$ cat config.mk
export PLATFORM = sky130hd
export DESIGN_NAME = fetch_queue
export DESIGN_NICKNAME = d
export VERILOG_FILES = /design/src/rtl/fetch_queue_pkg.sv /design/src/rtl/fetch_buf_mem.sv /design/src/rtl/fetch_queue.sv
export SDC_FILE = /design/constraint.sdc
export NUM_CORES = 1
export LEC_CHECK = 0
export ABC_AREA = 1
export BUFFER_PORTS_ARGS = -buffer_cell sky130_fd_sc_hd__clkbuf_2
export CAP_MARGIN = 30
export CORE_AREA = 3 3 247 152
export DETAILED_ROUTE_END_ITERATION = 12
export DIE_AREA = 0 0 250 155
export GPL_ROUTABILITY_DRIVEN = 0
export HOLD_SLACK_MARGIN = 0.1
export PLACE_DENSITY_LB_ADDON = 0.08
export SYNTH_ARGS = -nofsm -noshare
export SYNTH_HDL_FRONTEND = slang
export SYNTH_HIERARCHICAL = 1
export SYNTH_SLANG_ARGS = --single-unit
export TNS_END_PERCENT = 50
$ cat constraint.sdc
create_clock -name clk -period 3.64 [get_ports clk]
set_input_delay 0.546 -clock clk [delete_from_list [all_inputs] [get_ports clk]]
set_output_delay 0.546 -clock clk [all_outputs]
set_load 0.02 [all_outputs]
$ cat src/rtl/fetch_queue_pkg.sv
// Shared defaults and sizing helpers for the fetch queue slice.
package fetch_queue_pkg;

    localparam int unsigned FQ_ADDR_W   = 32;
    localparam int unsigned FQ_INST_W   = 32;
    localparam int unsigned FQ_DEPTH    = 4;
    localparam int unsigned FQ_RESET_PC = 0;

    // Pointers carry one extra wrap bit so full and empty differ.
    function automatic int unsigned fq_ptr_w(input int unsigned depth);
        return $clog2(depth) + 1;
    endfunction

    function automatic int unsigned fq_entry_w(input int unsigned addr_w, input int unsigned inst_w);
        return addr_w + inst_w + 1;
    endfunction

endpackage

$ cat src/rtl/fetch_buf_mem.sv
// DEPTH-entry {pc, inst, filled} register array: allocate port, fill port, async head read.
module fetch_buf_mem
    import fetch_queue_pkg::*;
#(
    parameter  int unsigned ADDR_W = FQ_ADDR_W,
    parameter  int unsigned INST_W = FQ_INST_W,
    parameter  int unsigned DEPTH  = FQ_DEPTH,
    localparam int unsigned IDX_W  = $clog2(DEPTH)
) (
    input  logic              clk,
    input  logic              rst_n,
    input  logic              alloc_we_i,
    input  logic [IDX_W-1:0]  alloc_idx_i,
    input  logic [ADDR_W-1:0] alloc_pc_i,
    input  logic              fill_we_i,
    input  logic [IDX_W-1:0]  fill_idx_i,
    input  logic [INST_W-1:0] fill_inst_i,
    input  logic [IDX_W-1:0]  rd_idx_i,
    output logic [ADDR_W-1:0] rd_pc_o,
    output logic [INST_W-1:0] rd_inst_o,
    output logic              rd_filled_o
);

    logic [ADDR_W-1:0] pc_q     [DEPTH];
    logic [INST_W-1:0] inst_q   [DEPTH];
    logic [DEPTH-1:0]  filled_q;

    // Allocate and fill never target the same slot: allocation only lands on a free entry.
    always_ff @(posedge clk or negedge rst_n) begin
        if (!rst_n) begin
            for (int unsigned i = 0; i < DEPTH; i++) begin
                pc_q[i]   <= '0;
                inst_q[i] <= '0;
            end
            filled_q <= '0;
        end else begin
            if (alloc_we_i) begin
                pc_q[alloc_idx_i]     <= alloc_pc_i;
                filled_q[alloc_idx_i] <= 1'b0;
            end
            if (fill_we_i) begin
                inst_q[fill_idx_i]   <= fill_inst_i;
                filled_q[fill_idx_i] <= 1'b1;
            end
        end
    end

    assign rd_pc_o     = pc_q[rd_idx_i];
    assign rd_inst_o   = inst_q[rd_idx_i];
    assign rd_filled_o = filled_q[rd_idx_i];

endmodule

$ cat src/rtl/fetch_queue.sv
// Fetch front end: issues pipelined ROM requests, buffers responses in order, flushes on redirect.
module fetch_queue
    import fetch_queue_pkg::*;
#(
    parameter  int unsigned       ADDR_W   = FQ_ADDR_W,
    parameter  int unsigned       INST_W   = FQ_INST_W,
    parameter  int unsigned       DEPTH    = FQ_DEPTH,
    parameter  logic [ADDR_W-1:0] RESET_PC = ADDR_W'(FQ_RESET_PC),
    parameter  int unsigned       PC_STEP  = 4,
    localparam int unsigned       PTR_W    = fq_ptr_w(DEPTH)
) (
    input  logic              clk,
    input  logic              rst,
    output logic              rom_ce_o,
    output logic [ADDR_W-1:0] rom_addr_o,
    input  logic              rom_gnt_i,
    input  logic              rom_rvalid_i,
    input  logic [INST_W-1:0] rom_data_i,
    input  logic              redirect_i,
    input  logic [ADDR_W-1:0] redirect_pc_i,
    output logic              id_valid_o,
    input  logic              id_ready_i,
    output logic [ADDR_W-1:0] id_pc_o,
    output logic [INST_W-1:0] id_inst_o,
    output logic [PTR_W-1:0]  occ_o
);

    localparam int unsigned       IDX_W      = PTR_W - 1;
    localparam logic [ADDR_W-1:0] STEP       = ADDR_W'(PC_STEP);
    localparam logic [ADDR_W-1:0] ALIGN_MASK = ~ADDR_W'(PC_STEP - 1);

    logic [ADDR_W-1:0] pc_q, pc_d;
    logic [PTR_W-1:0]  alloc_ptr_q, alloc_ptr_d;
    logic [PTR_W-1:0]  fill_ptr_q, fill_ptr_d;
    logic [PTR_W-1:0]  rd_ptr_q, rd_ptr_d;
    logic [PTR_W-1:0]  drop_cnt_q, drop_cnt_d;
    logic [ADDR_W-1:0] last_pc_q, last_pc_d;
    logic [INST_W-1:0] last_inst_q, last_inst_d;

    logic [PTR_W-1:0]  occ;
    logic [PTR_W-1:0]  unfilled;
    logic [PTR_W:0]    inflight;
    logic              grant;
    logic              drop_hit;
    logic              fill_en;
    logic              head_valid;
    logic              consume;
    logic              rv_counted;
    logic [ADDR_W-1:0] head_pc;
    logic [INST_W-1:0] head_inst;
    logic              head_filled;

    assign occ      = alloc_ptr_q - rd_ptr_q;
    assign unfilled = alloc_ptr_q - fill_ptr_q;
    assign inflight = {1'b0, occ} + {1'b0, drop_cnt_q};

    // Responses still owed to flushed requests occupy issue slots until they drain.
    assign rom_ce_o   = rst && !redirect_i && (inflight < (PTR_W+1)'(DEPTH));
    assign rom_addr_o = pc_q;
    assign grant      = rom_ce_o && rom_gnt_i;
    assign drop_hit   = rom_rvalid_i && (drop_cnt_q != '0);
    assign fill_en    = rom_rvalid_i && !drop_hit && (fill_ptr_q != alloc_ptr_q);
    assign rv_counted = rom_rvalid_i && ((drop_cnt_q != '0) || (unfilled != '0));

    assign head_valid = (rd_ptr_q != fill_ptr_q) && head_filled;
    assign consume    = head_valid && id_ready_i;
    assign id_valid_o = head_valid;
    assign id_pc_o    = head_valid ? head_pc : last_pc_q;
    assign id_inst_o  = head_valid ? head_inst : last_inst_q;
    assign occ_o      = occ;

    always_comb begin
        pc_d        = pc_q;
        alloc_ptr_d = alloc_ptr_q;
        fill_ptr_d  = fill_ptr_q;
        rd_ptr_d    = rd_ptr_q;
        drop_cnt_d  = drop_cnt_q;
        last_pc_d   = last_pc_q;
        last_inst_d = last_inst_q;
        if (grant) begin
            alloc_ptr_d = alloc_ptr_q + 1'b1;
            pc_d        = pc_q + STEP;
        end
        if (fill_en)  fill_ptr_d = fill_ptr_q + 1'b1;
        if (drop_hit) drop_cnt_d = drop_cnt_q - 1'b1;
        if (consume)  rd_ptr_d   = rd_ptr_q + 1'b1;
        if (head_valid) begin
            last_pc_d   = head_pc;
            last_inst_d = head_inst;
        end
        // A response arriving with the redirect is charged against the new drop count.
        if (redirect_i) begin
            alloc_ptr_d = '0;
            fill_ptr_d  = '0;
            rd_ptr_d    = '0;
            pc_d        = redirect_pc_i & ALIGN_MASK;
            drop_cnt_d  = drop_cnt_q + unfilled - PTR_W'(rv_counted);
        end
    end

    always_ff @(posedge clk or negedge rst) begin
        if (!rst) begin
            pc_q        <= RESET_PC;
            alloc_ptr_q <= '0;
            fill_ptr_q  <= '0;
            rd_ptr_q    <= '0;
            drop_cnt_q  <= '0;
            last_pc_q   <= '0;
            last_inst_q <= '0;
        end else begin
            pc_q        <= pc_d;
            alloc_ptr_q <= alloc_ptr_d;
            fill_ptr_q  <= fill_ptr_d;
            rd_ptr_q    <= rd_ptr_d;
            drop_cnt_q  <= drop_cnt_d;
            last_pc_q   <= last_pc_d;
            last_inst_q <= last_inst_d;
        end
    end

    fetch_buf_mem #(
        .ADDR_W (ADDR_W),
        .INST_W (INST_W),
        .DEPTH  (DEPTH)
    ) u_mem (
        .clk         (clk),
        .rst_n       (rst),
        .alloc_we_i  (grant),
        .alloc_idx_i (alloc_ptr_q[IDX_W-1:0]),
        .alloc_pc_i  (pc_q),
        .fill_we_i   (fill_en && !redirect_i),
        .fill_idx_i  (fill_ptr_q[IDX_W-1:0]),
        .fill_inst_i (rom_data_i),
        .rd_idx_i    (rd_ptr_q[IDX_W-1:0]),
        .rd_pc_o     (head_pc),
        .rd_inst_o   (head_inst),
        .rd_filled_o (head_filled)
    );

endmodule

==> run metrics, run 1 <==
outcome complete, no violations; synth cell count leaders 1,196 x nand2_1, 373 x inv_1, 366 x dfrtp_1, 254 x nand3_1, 129 x nand4_1; WHS Path Cells 3; Layout Cells excl Fill 3,283; VDD IR max 415 uV; Post-Syn Instances between 2,000 and 3,000; DIE AREA around 39,000 um^2; Pwr per Cell Area around 650 nW/um^2; Setup Viol. Count Final 0; Crit-path slowest cell buf_4; crit share post-route ~94%; path depth of the worst reg2reg path 13; Worst setup EP type primary output; H-Tree Depth 2; final hold viol count 0; height of the die 155 um; total CTS buffers 37; Slew @ Worst Pin slightly above 900 ps; max incr delay on CP about 670 ps; unrepaired setup endpoints after global routing no; Clock Sinks between 300 and 400; Max Fclk a little under 300 MHz; FILL cells approximately 3,200; worst reg-to-reg setup slack about 440 ps; worst r2r dst u_mem/pc_q[45]$_DFFE_PN0P_; antenna violations before repair 0; DR vias 17,300; routed wire length 55.3 mm; LEAKAGE around 12 nW; Overflow after GRT 0; # rows 53; Yosys reg bits 366; type of origin of the critical path flop; post-synth top area share between 40% and 50%; wire per inst approximately 17 um; DIE WIDTH around 250 um; largest area contributor in the netlist dfrtp_1; top cells by area, synth dfrtp_1 47%, nand2_1 23%, inv_1 7.2%; number of cells after detailed placement ~3,200; PortBufs between 150 and 200; sequential-to-total area share from yosys stat 47.1%; antenna-violating nets left 0; Worst Hold Launch redirect_pc_i[14]; R2R Path Start rd_ptr_q[0]$_DFFE_PN0P_; Final Critical Period 3420 ps; ys async rst share 100%; Avg Cell Area, Syn 7.23 um^2; Layout area overhead 11.3%; critical path type flop to primary output; Worst slew margin between 30% and 40%; worst clock skew 23.5 ps; worst hold path type input pin to flop; Initial Util 55.5%; layout cells sized above 1 11.1%; largest net degree at the start of global routing around 140; Most used DFF post-synth dfrtp_1; Critical Path, Cell by Cell buf_16 -> clkinv_2 -> buf_4 -> nand2_1 -> nand3_1 -> nand2_1 -> nand2_1 -> nand2_1 -> clkbuf_2; maximum root-to-sink buffer count 3; most frequent cell after synthesis nand2_1; final setup TNS 0 ps; Post-Layout Inst Area ~22,000 um^2; DRC errors left 0; global-route wire length before repair slightly below 90 mm; Core ar. 35,100 um^2; GRT Total Usage 28.2%; Worst-Skew Late Latency between 500 and 600 ps; vias in the first global route about 16,000; CP most frequent cell nand2_1; synthesized cell area between 15,000 and 20,000 um^2; Max Cap Violations 0; Synth Warn # 6; Root Buffer clkbuf_16; Netlist cell types 32; number of flops mapped to enable cells by yosys 0; Worst Path Max Fanout 76; Avg Vias per Cell 5.26; Hold Path Sink rom_addr_o[14]$_DFFE_PN0P_; hpwl dp between 30 and 40 mm; NumNets Final 2,874; Worst EP required about 3100 ps; CTS clk-pin slew, worst paths around 60 ps; DRT Pass-1 Iters 8; initial DRC count 1,859; minimum hold slack roughly 230 ps; Post-DP Area 20,400 um^2; Boundary Pins roughly 170; Arr. time, crit path approximately 2900 ps; fin. max-slew vios 0; clock tree from TritonCTS done
layout by cell type, fill, tap and decap left out, types with 10 or more instances in the layout:
master,n
ha_1,14
o21ai_1,52
conb_1,10
clkbuf_16,40
inv_1,372
nand3b_1,12
nand4_1,129
nand3_1,254
xnor2_1,13
nand2_1,1195
clkbuf_2,165
clkinv_2,12
buf_4,31
dfrtp_1,364
o21ai_0,21
nor2_1,42
critical path: cells and delay by family, from the launching register on:
family	cells	cell delay, ps
buffers and inverters	4	1170
DFF	1	540
and+or+nand+nor	5	530
per-stage QoR:
step | utilization [%] | worst slack (ps) | power (W)
3_3_place_gp | 58.1 | 539 | 0.00998
6_report | 61.7 | 218 | 0.0140
3_5_place_dp | 58.1 | 470 | 0.0101
5_1_grt | 61.7 | 8.78 | 0.0150
4_1_cts | 61.6 | 57.0 | 0.0141
2_1_floorplan | - | 270 | 0.00870
sequential cells by signal, indices dropped and copies added, names as in the netlist:
signal / cells
rd_ptr_q: 3
drop_cnt_q: 3
last_pc_q: 32
u_mem/filled_q: 4
last_inst_q: 32
alloc_ptr_q: 3
rom_addr_o: 30
fill_ptr_q: 3
u_mem/pc_q: 128
u_mem/inst_q: 128
layer usage:
metal	up-vias	GRT usage [%]	routed length, um
li1	8443	-	-
met1	8082	43.0	26300
met2	687	41.5	23000
met3	63	5.78	5050
met4	0	6.12	939
met5	-	0	0
where the power goes:
| group | switching, W | internal [W] | total, W |
|---|---|---|---|
| Clock | 0.00164 | 0.00228 | 0.00392 |
| Combinational | 0.00297 | 0.00142 | 0.00439 |
| Sequential | 0.000659 | 0.00507 | 0.00573 |
| Total | 0.00527 | 0.00877 | 0.0140 |
cell type report:
type | count | area (um^2) | area share, %
multi-input cells | 1792 | 7970 | 36.8
repair buffers | 207 | 1260 | 5.81
clock inverters | 15 | 158 | 0.728
diodes | 1 | 2.50 | 0.0116
inverters | 383 | 1440 | 6.65
well taps | 467 | 584 | 2.70
flip-flops and latches | 366 | 9160 | 42.3
clock buffers | 52 | 1070 | 4.96
repair_timing:
action | CTS | global route
gates resized for setup | 1 | 2
gates cloned | 0 | 1
hold buffers | 1 | 0
endpoints found under the hold margin | 56 | 0
setup endpoints to repair | 2 | 51
buffers inserted | 0 | 0
worst max path at each step:
stage / end / startpoint / slack [ps]
after floorplan: u_mem/pc_q[4]$_DFFE_PN0P_ / alloc_ptr_q[0]$_DFFE_PN0P_ / 270
after global placement: u_mem/pc_q[34]$_DFFE_PN0P_ / alloc_ptr_q[0]$_DFFE_PN0P_ / 540
after detailed placement: u_mem/pc_q[45]$_DFFE_PN0P_ / alloc_ptr_q[0]$_DFFE_PN0P_ / 470
after CTS: id_inst_o[10] / rd_ptr_q[0]$_DFFE_PN0P_ / 60
after global routing: id_pc_o[22] / rd_ptr_q[1]$_DFFE_PN0P_ / 9
final: id_pc_o[31] / rd_ptr_q[0]$_DFFE_PN0P_ / 220
cells by family (layout without fill, tap and decap cells):
group	Yosys count	in the layout	share of synthesized area, %
xor+xnor	21	21	0.945
compound gates	78	78	2.06
flops	366	366	47.1
simple gates	1666	1666	36.5
fa+ha+maj	17	17	1.21
other cells	1	11	0.0193
buf+inv	542	657	12.2
Power figures use the tool's default switching activity.
==> inputs of run 2 (changes only) <==
clock period = 4.2 ns   (was 3.64 ns; I/O delays follow)
==> run 2 against run 1 <==
Net effect: die area unchanged; setup slack better by 180 ps; critical path depth unchanged; clock skew down 11 ps; combinational power down 14%; total power down 12%.
==> run metrics, run 2 (synthesis results as in run 1) <==
outcome complete, no violations (unchanged); H-Tree Depth 2 (unchanged); R2R Path Start alloc_ptr_q[0]$_DFFE_PN0P_ (was rd_ptr_q[0]$_DFFE_PN0P_); Worst EP required 3570 ps (was 3090 ps); Max Fclk 263 MHz; DR vias 17,300 (about the same); hpwl dp 33.0 mm (was 33.3 mm); Pwr per Cell Area 570 nW/um^2 (was 648 nW/um^2); DRC errors left 0 (unchanged); commonest cells after routing, fill and taps aside 1,195 x nand2_1, 372 x inv_1, 364 x dfrtp_1, 254 x nand3_1, 165 x clkbuf_2 (unchanged); commonest non-fill, non-tap cell in the layout nand2_1 (unchanged); LEAKAGE 12.0 nW (about the same); Avg Vias per Cell 5.27 (was 5.26); Layout area overhead 11.2% (was 11.3%); Worst Hold Launch redirect_pc_i[13] (was redirect_pc_i[14]); DIE AREA 38,800 um^2 (unchanged); grt met3 use 5.68% (was 5.78%); Worst slew margin 33.0% (was 38.9%); Final Util 61.7% (about the same); P_int 0.00777 W (was 0.00877 W); largest net degree at the start of global routing 139 (was 142); initial DRC count 1,958 (was 1,859); NumNets Final 2,866 (was 2,874); # rows 53 (unchanged); Slew @ Worst Pin 1000 ps (was 916 ps); Post-DP Area 20,300 um^2 (was 20,400 um^2); WHS Path Cells 3 (unchanged); Crit-path slowest cell buf_4 (unchanged); Worst setup EP type primary output (unchanged); critical path type flop to primary output (unchanged); antenna violations before repair 0 (unchanged); pre-CTS WS 826 ps (was 470 ps); GRT Total Usage 28.6% (was 28.2%); vias in the first global route 16,600 (was 16,200); DRT Pass-1 Iters 6 (was 8); worst reg-to-reg setup slack 830 ps (was 440 ps); unrepaired setup endpoints after global routing no (unchanged); type of origin of the critical path flop (unchanged); layout cells sized above 1 10.8% (was 11.1%); global-route wire length before repair 89.4 mm (was 88.0 mm); maximum root-to-sink buffer count 3 (unchanged); worst hold path type input pin to flop (unchanged); Initial Util 55.5% (unchanged); Layout Cells excl Fill 3,275 (was 3,283); GR Util met2 42.7% (was 41.5%); height of the die 155 um (unchanged); max incr delay on CP 540 ps (was 670 ps); post-CTS setup buffers 0 (unchanged); Hold Path Sink rom_addr_o[13]$_DFFE_PN0P_ (was rom_addr_o[14]$_DFFE_PN0P_); Post-Layout Inst Area 21,600 um^2 (was 21,700 um^2); met1 usage 43.5% (was 43.0%); Critical Path, Cell by Cell buf_4 -> xnor2_1 -> nand3_1 -> nand2_2 -> inv_2 -> buf_4 -> nand2_1 -> nand2_1 -> clkbuf_2 (was buf_16 -> clkinv_2 -> buf_4 -> nand2_1 -> nand3_1 -> nand2_1 -> nand2_1 -> nand2_1 -> clkbuf_2); Root Buffer clkbuf_16 (unchanged); sw frac 37.0% (was 37.5%); CTS clk-pin slew, worst paths 60 ps (about the same); Register Area 9160 um^2 (unchanged); worst r2r dst u_mem/filled_q[0]$_DFF_PN0_ (was u_mem/pc_q[45]$_DFFE_PN0P_); Final Critical Period 3800 ps; final hold viol count 0 (unchanged); Core ar. 35,100 um^2 (unchanged); wire per inst 16.7 um (was 16.8 um); clock tree from TritonCTS done (unchanged); sequential share of power 40.2% (was 40.8%); Setup Viol. Count Final 0 (unchanged); FILL cells 3,217 (was 3,245); routed wire length 54.8 mm (was 55.3 mm); fin. max-slew vios 0 (unchanged); gr busiest metal met1 (unchanged); Arr. time, crit path 3170 ps (was 2880 ps); PortBufs 166 (unchanged); Overflow after GRT 0 (unchanged); path depth of the worst reg2reg path 13 (unchanged); worst clock skew 12.3 ps (was 23.5 ps); number of cells after detailed placement 3,206 (was 3,213); antenna-violating nets left 0 (unchanged); Largest regs u_mem/inst_q x128, u_mem/pc_q x128 (unchanged); final worst setup slack 397 ps (was 218 ps); VDD IR max 419 uV (was 415 uV); clock share of power 29.3% (was 27.9%); area of the multi-input gates 7970 um^2 (unchanged); final setup TNS 0 ps (unchanged); Boundary Pins 171 (unchanged); crit share post-route between 90% and 100%; DIE WIDTH 250 um (unchanged); total CTS buffers 37 (unchanged); Sw Pwr 0.00456 W (was 0.00527 W); Max Cap Violations 0 (unchanged); Worst Path Max Fanout 53 (was 76); Clock Sinks 366 (unchanged); Logic pwr share 30.5% (was 31.3%); Worst-Skew Late Latency 550 ps (about the same)
-- run 2: cell type report --
class / instances / share of cell area [%]
tap: 467 / 2.70
sequential: 366 / 42.4
multi-input combinational: 1792 / 36.8
clock buffer: 55 / 5.07
timing repair buffer: 199 / 5.35
inverter: 383 / 6.66
clock inverter: 12 / 1.01
antenna: 1 / 0.0116
-- run 2: worst max path at each step --
| stage | startpoint | endpoint | slack, ps | cells past startpoint |
|---|---|---|---|---|
| 2_1_floorplan | alloc_ptr_q[0]$_DFFE_PN0P_ | u_mem/pc_q[4]$_DFFE_PN0P_ | 830 | 17 |
| 3_3_place_gp | rd_ptr_q[0]$_DFFE_PN0P_ | id_pc_o[1] | 880 | 9 |
| 3_5_place_dp | rd_ptr_q[0]$_DFFE_PN0P_ | id_inst_o[15] | 830 | 9 |
| 4_1_cts | rd_ptr_q[0]$_DFFE_PN0P_ | id_inst_o[15] | 230 | 9 |
| 5_1_grt | rd_ptr_q[0]$_DFFE_PN0P_ | id_inst_o[5] | 170 | 9 |
| 6_report | rd_ptr_q[0]$_DFFE_PN0P_ | id_pc_o[29] | 400 | 9 |
-- run 2: per-layer routing --
| layer | vias up | wire, um |
|---|---|---|
| met5 | - | 0 |
| met4 | 0 | 814 |
| met3 | 72 | 4550 |
| met2 | 609 | 23400 |
| met1 | 8149 | 26000 |
| li1 | 8426 | - |
-- run 2: power groups by stage --
stage	Combinational [W]	Sequential, W	Clock, W
2_1_floorplan	0.00267	0.00488	0
3_3_place_gp	0.00366	0.00497	0
3_5_place_dp	0.00375	0.00500	0
4_1_cts	0.00378	0.00494	0.00368
5_1_grt	0.00429	0.00505	0.00384
6_report	0.00376	0.00496	0.00362
-- run 2: critical path: cells and delay by family, from the launching register on --
| family | cells | cell delay, ps |
|---|---|---|
| buf+inv | 4 | 1520 |
| simple gates | 4 | 470 |
| flops | 1 | 460 |
| xor+xnor | 1 | 150 |
-- run 2: per-stage QoR --
stage	hold WS [ps]	total power (W)
finish	310	0.0123
global route	314	0.0132
CTS	295	0.0124
detailed placement	458	0.00876
global placement	453	0.00864
floorplan	334	0.00754
-- run 2: timing repair --
item | 4_1_cts | 5_1_grt
hold buffers | 1 | 0
hold endpoints to repair | 31 | 0
resized for setup | 0 | 1
setup endpoints to repair | 0 | 1
